## src/rtl/ibex_ram_arb_pkg.sv

```systemverilog
// Shared types and constants for the SRAM arbiter in the Ibex demo system.
// Host indices, response record and default RAM window base.
package ibex_ram_arb_pkg;

    localparam int          NumHosts    = 3;
    localparam int          HostInstr   = 0;
    localparam int          HostData    = 1;
    localparam int          HostDbg     = 2;
    localparam logic [31:0] RamAddrBase = 32'h0010_0000;

    // Wide enough for up to 16 hosts so the record stays fixed-size.
    localparam int          RespIdxW    = 4;

    typedef struct packed {
        logic                valid;
        logic [RespIdxW-1:0] idx;
        logic                err;
        logic                we;
    } resp_t;

endpackage

```

## src/rtl/ibex_rr_arbiter.sv

```systemverilog
// Combinational round-robin picker: first request at or above ptr, wrapping.
// Returns one-hot grant, binary winner index and an any-grant flag.
module ibex_rr_arbiter #(
    parameter int NumReq = 3,
    parameter int IdxW   = (NumReq > 1) ? $clog2(NumReq) : 1
) (
    input  logic [NumReq-1:0] req,
    input  logic [IdxW-1:0]   ptr,
    output logic [NumReq-1:0] gnt,
    output logic [IdxW-1:0]   idx,
    output logic              valid
);

    always_comb begin
        int c;
        gnt   = '0;
        idx   = '0;
        valid = 1'b0;
        c     = 0;
        for (int i = 0; i < NumReq; i++) begin
            c = int'(ptr) + i;
            if (c >= NumReq) c = c - NumReq;
            if (!valid && req[c]) begin
                valid  = 1'b1;
                gnt[c] = 1'b1;
                idx    = IdxW'(c);
            end
        end
    end

endmodule

```

## src/rtl/ibex_ram_arbiter.sv

```systemverilog
// Shares the single-port SRAM between instr, data and debug hosts with
// round-robin grants, window decode and a fixed 1-cycle response path.
module ibex_ram_arbiter
    import ibex_ram_arb_pkg::*;
#(
    parameter int          NumReq       = NumHosts,
    parameter int          MemSizeBytes = 65536,
    parameter logic [31:0] AddrBase     = RamAddrBase,
    parameter int          MemAw        = $clog2(MemSizeBytes / 4)
) (
    input  logic                     clk_sys_i,
    input  logic                     rst_sys_ni,
    input  logic [NumReq-1:0]        host_req_i,
    input  logic [NumReq-1:0]        host_we_i,
    input  logic [NumReq-1:0][3:0]   host_be_i,
    input  logic [NumReq-1:0][31:0]  host_addr_i,
    input  logic [NumReq-1:0][31:0]  host_wdata_i,
    output logic [NumReq-1:0]        host_gnt_o,
    output logic [NumReq-1:0]        host_rvalid_o,
    output logic [NumReq-1:0][31:0]  host_rdata_o,
    output logic [NumReq-1:0]        host_err_o,
    output logic                     mem_req_o,
    output logic                     mem_we_o,
    output logic [3:0]               mem_be_o,
    output logic [MemAw-1:0]         mem_addr_o,
    output logic [31:0]              mem_wdata_o,
    input  logic [31:0]              mem_rdata_i
);

    localparam int          IdxW    = (NumReq > 1) ? $clog2(NumReq) : 1;
    localparam logic [31:0] WinMask = ~(32'(MemSizeBytes) - 32'd1);

    logic [IdxW-1:0] rr_ptr;
    logic [IdxW-1:0] win_idx;
    logic            any_gnt;
    logic [31:0]     win_addr;
    logic            in_win;
    resp_t           resp_q;
    logic [31:0]     rdata;

    ibex_rr_arbiter #(
        .NumReq (NumReq),
        .IdxW   (IdxW)
    ) u_rr_arbiter (
        .req   (host_req_i),
        .ptr   (rr_ptr),
        .gnt   (host_gnt_o),
        .idx   (win_idx),
        .valid (any_gnt)
    );

    assign win_addr = host_addr_i[win_idx];
    assign in_win   = (win_addr & WinMask) == AddrBase;

    // Payload is zeroed when idle so the SRAM pins stay quiet.
    assign mem_req_o   = any_gnt & in_win;
    assign mem_we_o    = any_gnt & host_we_i[win_idx];
    assign mem_be_o    = any_gnt ? host_be_i[win_idx]    : 4'h0;
    assign mem_wdata_o = any_gnt ? host_wdata_i[win_idx] : 32'h0;
    assign mem_addr_o  = any_gnt ? win_addr[MemAw+1:2]   : '0;

    always_ff @(posedge clk_sys_i or negedge rst_sys_ni) begin
        if (!rst_sys_ni) begin
            rr_ptr <= '0;
            resp_q <= '0;
        end else begin
            if (any_gnt) begin
                rr_ptr <= (win_idx == IdxW'(NumReq - 1)) ? '0 : win_idx + 1'b1;
            end
            resp_q.valid <= any_gnt;
            resp_q.idx   <= RespIdxW'(win_idx);
            resp_q.err   <= any_gnt & ~in_win;
            resp_q.we    <= any_gnt & host_we_i[win_idx];
        end
    end

    // Read data only passes through for a good read; writes and errors return 0.
    assign rdata         = (resp_q.valid && !resp_q.err && !resp_q.we) ? mem_rdata_i : 32'h0;
    assign host_rdata_o  = {NumReq{rdata}};
    assign host_rvalid_o = resp_q.valid ? (NumReq'(1) << resp_q.idx) : '0;
    assign host_err_o    = (resp_q.valid && resp_q.err) ? (NumReq'(1) << resp_q.idx) : '0;

endmodule

```

## config.mk

```make
export PLATFORM = sky130hd
export DESIGN_NAME = ibex_ram_arbiter
export DESIGN_NICKNAME = d
export VERILOG_FILES = /design/src/rtl/ibex_ram_arb_pkg.sv /design/src/rtl/ibex_rr_arbiter.sv /design/src/rtl/ibex_ram_arbiter.sv
export SDC_FILE = /design/constraint.sdc
export NUM_CORES = 1
export LEC_CHECK = 0
export BUFFER_PORTS_ARGS = -buffer_cell sky130_fd_sc_hd__buf_2
export CELL_PAD_IN_SITES_DETAIL_PLACEMENT = 1
export CELL_PAD_IN_SITES_GLOBAL_PLACEMENT = 1
export CORE_AREA = 2 2 158 160
export DETAILED_ROUTE_END_ITERATION = 8
export DIE_AREA = 0 0 160 162
export PLACE_DENSITY = 0.61
export SLEW_MARGIN = 15
export SYNTH_ARGS = -nofsm -noshare
export SYNTH_HDL_FRONTEND = slang
export SYNTH_SLANG_ARGS = --single-unit
```

## constraint.sdc

```tcl
create_clock -name clk_sys_i -period 6.7 [get_ports clk_sys_i]
set_clock_uncertainty 0.2 [all_clocks]
set_input_delay 1.34 -clock clk_sys_i [delete_from_list [all_inputs] [get_ports clk_sys_i]]
set_output_delay 1.34 -clock clk_sys_i [all_outputs]
set_load 0.01 [all_outputs]
```

==> impl_metrics.ini, run 1 <==
[outcome]
outcome = completed

[final_layout]
areaGrowthSynthToFinish_pct = 64.3
diodes = 0
drive_above_1_share = 0.678
nNetsFinal = 927
multi_input_area_um2 = 2100
fillers = 3082
ff_latch_area_um2 = 175

[critical_path]
crit_buf_inv = 3
r2r_cells = 8
critPathArrivalTime_ps = 3350
start_kind = input port
end_kind = output pin
max_stage_delay_ps = 570
crit_chain = buf_2 > mux2_4 > mux2_4 > nor3b_2 > buf_4 > a211oi_2 > buf_2
crit_type = in2out
cpLargestDelayFamily = buffers and inverters
required_ps = 5160
path_depth = 7
crit_path_top_delay_cell = buf_4
path_max_fanout = 37

[sta]
relSlewSlack = 0.577
tightest_slew_ps = 635
maxSlewViolCount = 0
max_freq_ghz = 0.204
min_period_over_period = 0.730
finalWorstSetupSlack_ps = 1810
finalSetupTns_ps = 0
setup_viol = 0
finalHoldViolCount = 0
fin_crit_ps = 4890
rsz0062_at_grt = false

[clock_tree]
clkSinkCount = 7
post_cts.repair.setup_buffers = 0
clk_latency_ps = 230
cts.htree.levels = 1
cts_tree = built
holdBufCountCts = 0
root_buffer = clkbuf_16
cts_made_buffers = 3
cts.clk_slew.worst_paths_ps = 40
clockBufferDepth = 2
cts.repair.resized = 0

[route]
wl_per_cell_um = 14.5
drt_pass1_iterations = 4
dr_total_vias = 3840
vias_per_cell = 3.83
ant_nets = 0
wl_um = 14500
drc = 0
dr.first_iter.drc_count = 80

[floorplan]
num_io_pins = 401
start_util = 0.122
dieHeight_um = 162
die-area_um2 = 25900
die_w_um = 160
num_rows = 57
core_area_um2 = 24100

[global_routing]
grt_pass1_wl_um = 21400
grt_use_total = 0.103
grt_pass1_vias = 3965
antenna_found_initial = 0
overflow = 0
grt_max_degree = 86

[synthesis]
synthDistinctLibCells = 40
ys_ff_latch = 7
synth_area_um2 = 2930
yosysSeqAreaShare = 0.0598
syn_inst = 367
synth_warnings = 0
synth_top_area_cell = a211oi_2
avgSynthCellArea_um2 = 7.98
synthTopCellsByArea = a211oi_2 (21%), mux2i_1 (18%), buf_4 (17%)
synth.net_count = 615
synth.top_cell.area_share = 0.213

[pwr]
powerDensity_nw_per_um2 = 402
power_leakage_uw = 0.00283
peakVddDrop_uv = 154

[hold_path]
holdPathStages = 2
hp-class = reg2reg

[place]
io_buffers = 394
place.gp.congestion = 0.764
dp_hpwl_um = 12800
dp_slack_ps = 1780

[job]
max-cap-violations = 0
## cell usage after synthesis, drive strengths merged
cell type,number
o32a,1
nor4,9
a32oi,1
clkbuf,7
a21boi,1
nor2b,4
mux2,2
nor3b,2
or2,1
nor2,56
and2,37
a21o,1
nand2b,4
nand4,4
a21oi,4
o31ai,1
nand2,8
a31oi,1
a22oi,1
nand3,2
inv,5
a211oi,51
dfrtp,7
o21ai,5
nor4bb,1
buf,85
nor4b,3
ha,4
and3,1
nand3b,2
mux2i,53
o21bai,1
o21a,1
o22ai,1
## area by class of cell
| cell class | instances | share of cell area |
|---|---|---|
| multi-input cells | 263 | 0.437 |
| repair buffers | 399 | 0.423 |
| well taps | 324 | 0.0842 |
| flip-flops and latches | 7 | 0.0364 |
| clock buffers | 4 | 0.0164 |
| inverters | 5 | 0.00390 |
## logic make-up after synthesis
logic type               count (synthesis)  share of synthesized area
AO/OA/AOI/OAI                           70                      0.261
adder cells (fa/ha/maj)                  4                     0.0171
AND/OR/NAND/NOR                        134                      0.242
multiplexers                            55                      0.191
flip-flops                               7                     0.0598
buffers and inverters                   97                      0.229
## worst paths after layout
| path | start | to | slack (ps) |
|---|---|---|---|
| max in group asynchronous | rst_sys_ni | rr_ptr[1] | 5380 |
| hold reg to reg | rr_ptr[0] | rr_ptr[0] | 370 |
| hold / removal | rr_ptr[0] | rr_ptr[0] | 370 |
| min in group asynchronous | rst_sys_ni | resp_q[1] | 750 |
| setup / recovery | host_req_i[1] | mem_addr_o[9] | 1810 |
| setup reg to reg | rr_ptr[1] | resp_q[1] | 3930 |
## metal layers
| layer | share of wire | vias to the layer above | routed length (µm) | GRT usage |
|---|---|---|---|---|
| met5 | 0 | - | 0 | 0 |
| met4 | 0.0023 | 0 | 34 | 0.00983 |
| met3 | 0.094 | 2 | 1370 | 0.0258 |
| met2 | 0.54 | 240 | 7910 | 0.213 |
| met1 | 0.36 | 1740 | 5210 | 0.107 |
| li1 | - | 1858 | - | - |
## tightest hold or removal path, delay by kind of cell, from the launching register on
kind | cells | cell delay [ps]
AND/OR/NAND/NOR | 1 | 70
AO/OA/AOI/OAI | 1 | 60
flip-flops | 1 | 400
## through the flow
step / hold WS [ps] / cell area [µm²] / power, µW / util / cells
2_1_floorplan: 303 / 2930 / 1300 / - / 367
3_3_place_gp: 339 / 4740 / 1870 / 0.196 / 998
3_5_place_dp: 362 / 4740 / 1880 / 0.196 / 998
4_1_cts: 374 / 4810 / 1990 / 0.200 / 1002
5_1_grt: 422 / 4810 / 2110 / 0.200 / 1002
6_report: 369 / 4810 / 1940 / 0.200 / 1002
## power by group
part | total [µW] | leakage, µW | switching, µW | internal (µW)
Combinational | 1760 | 0.00271 | 1020 | 745
Sequential | 75.3 | 0.0000815 | 14.1 | 61.1
Clock | 101 | 0.0000382 | 21.7 | 79.1
## sequential cells by signal, indices dropped and copies added (netlist names)
name and flops:
resp_q 5, rr_ptr 2
## layout by cell type (no fill, tap or decap), types with 3 or more instances in the layout
cell,synthesis,routed
a211oi_2,50,50
dfrtp_1,7,7
nand2_1,8,8
buf_4,65,3
a21oi_1,3,3
clkbuf_16,0,3
nor2_1,55,55
mux2i_1,53,53
o21ai_0,4,4
nor4_1,9,9
nand4_1,4,4
ha_1,4,4
inv_1,5,5
buf_2,14,394
nor4b_1,3,3
nand2b_1,4,4
nor2b_1,4,4
and2_1,37,37
No activity file was read; power rests on OpenSTA's default activity.
==> inputs of run 2 (changes only) <==
--- a/config.mk
+++ b/config.mk
@@ -8,10 +8,10 @@
 export BUFFER_PORTS_ARGS = -buffer_cell sky130_fd_sc_hd__buf_2
 export CELL_PAD_IN_SITES_DETAIL_PLACEMENT = 1
 export CELL_PAD_IN_SITES_GLOBAL_PLACEMENT = 1
-export CORE_AREA = 2 2 158 160
+export CORE_AREA = 2 2 156 158
 export DETAILED_ROUTE_END_ITERATION = 8
-export DIE_AREA = 0 0 160 162
-export PLACE_DENSITY = 0.61
+export DIE_AREA = 0 0 158 160
+export PLACE_DENSITY = 0.65
 export SLEW_MARGIN = 15
 export SYNTH_ARGS = -nofsm -noshare
 export SYNTH_HDL_FRONTEND = slang
==> constraint.sdc (replaced) <==
create_clock -name clk_sys_i -period 4.2 [get_ports clk_sys_i]
set_clock_uncertainty 0.2 [all_clocks]
set_input_delay 0.84 -clock clk_sys_i [delete_from_list [all_inputs] [get_ports clk_sys_i]]
set_output_delay 0.84 -clock clk_sys_i [all_outputs]
set_load 0.01 [all_outputs]
==> run 2 against run 1 <==
Via count rose by 1.2%. Critical path depth rose by 3. Largest cell class is now buffers. Die area is 2.5% lower.
==> impl_metrics.ini, run 2 (synthesis gave the netlist of run 1 again) <==
[outcome]
outcome = completed

[sta]
rsz0062_at_grt = false
relSlewSlack = 0.679
finalSetupTns_ps = 0
min_period_over_period = 0.957
holdWs_ps = 238
finalHoldViolCount = 0
tightest_slew_ps = 481
setup_viol = 0
max_freq_ghz = 0.249
maxSlewViolCount = 0
fin_crit_ps = 4020

[route]
drt_pass1_iterations = 4
dr_total_vias = 3886
vias_per_cell = 3.86
drc = 0
dr.first_iter.drc_count = 74
ant_nets = 0
wl_um = 14800
wl_per_cell_um = 14.7

[critical_path]
critPathMostFrequentCell = mux2_4
startpoint = rr_ptr[1]
max_stage_delay_ps = 390
cpLargestDelayFamily = multiplexers
required_ps = 3160
start_kind = flip-flop
critPathArrivalTime_ps = 2980
timing.rr.start = rr_ptr[1]
path_max_fanout = 25
end_kind = output pin
crit_chain = inv_1 > ha_1 > mux2_4 > mux2_4 > a21oi_4 > nor2_8 > buf_12 > mux2i_1 > a211oi_2 > buf_2
crit_buf_inv = 3
crit_path_top_delay_cell = dfrtp_1
crit_type = reg2out

[clock_tree]
cts.clk_slew.worst_paths_ps = 40
post_cts.repair.setup_buffers = 0
root_buffer = clkbuf_16
cts_made_buffers = 3
clockBufferDepth = 2
clkSinkCount = 7
cts.repair.resized = 0
clk_latency_ps = 230
holdBufCountCts = 0
cts.htree.levels = 1
cts_tree = built

[final_layout]
nNetsFinal = 933
top_register = resp_q
layoutNonFillerInstCount = 1008
drive_above_1_share = 0.681
areaGrowthSynthToFinish_pct = 67.1
largest_reg_flops = 5
final_common_cell = buf_2
layout_common_cells = buf_2 (394), nor2_1 (55), mux2i_1 (53)
diodes = 0
top_regs = resp_q: 5 flops, rr_ptr: 2 flops

[place]
io_buffers = 394
dp_hpwl_um = 13000
place.gp.congestion = 0.741
dp_cells = 1004

[hold_path]
hp-class = in2async

[global_routing]
overflow = 0
grt_pass1_wl_um = 21000
grt_max_degree = 37
grt_pass1_vias = 3909
antenna_found_initial = 2
grt_use_total = 0.106

[pwr]
power.total_uw = 3200
peakVddDrop_uv = 258
powerDensity_nw_per_um2 = 654
power_leakage_uw = 0.00287

[floorplan]
num_rows = 57
die_w_um = 158
die-area_um2 = 25300
dieHeight_um = 160
core_area_um2 = 23800
num_io_pins = 401
start_util = 0.123

[job]
max-cap-violations = 0
[run 2: cell type report]
class	count	area, µm²
fill	3031	18900
timing repair buffer	405	2120
multi-input combinational	263	2100
tap	324	405
sequential	7	175
clock buffer	4	78.8
inverter	5	18.8
[run 2: layer usage]
metal | GRT usage | routed length (µm)
met5 | 0 | 0
met4 | 0.0127 | 104
met3 | 0.0176 | 1300
met2 | 0.219 | 7990
met1 | 0.112 | 5400
[run 2: per-stage QoR]
step	setup WS (ps)	util	cell area, µm²
5_1_grt	63.6	0.206	4900
3_3_place_gp	261	0.202	4820
6_report	180	0.206	4900
2_1_floorplan	821	-	2930
4_1_cts	127	0.206	4900
3_5_place_dp	251	0.202	4820
[run 2: final timing paths]
check	depth (start not counted)	end	slack [ps]
min in group clk_sys_i	2	rr_ptr[0]	350
max	10	mem_wdata_o[22]	180
min	1	rr_ptr[0]	240
min reg2reg	2	rr_ptr[0]	350
max in group asynchronous	1	resp_q[3]	3410
max reg2reg	8	resp_q[0]	1440
[run 2: worst reg2reg max path: stages (launching register included)]
cell	delay, ps
dfrtp_1	390
inv_1	100
ha_1	330
mux2_4	340
mux2_4	350
a21oi_4	210
nor2_8	130
mux2i_1	400
a211oi_2	160
[run 2: power by group]
part           leakage (µW)  switching [µW]  total [µW]  internal, µW
clock             0.0000382            33.9         160           126
combinational       0.00275            1650        2920          1270
sequential        0.0000815            21.6         119          97.6
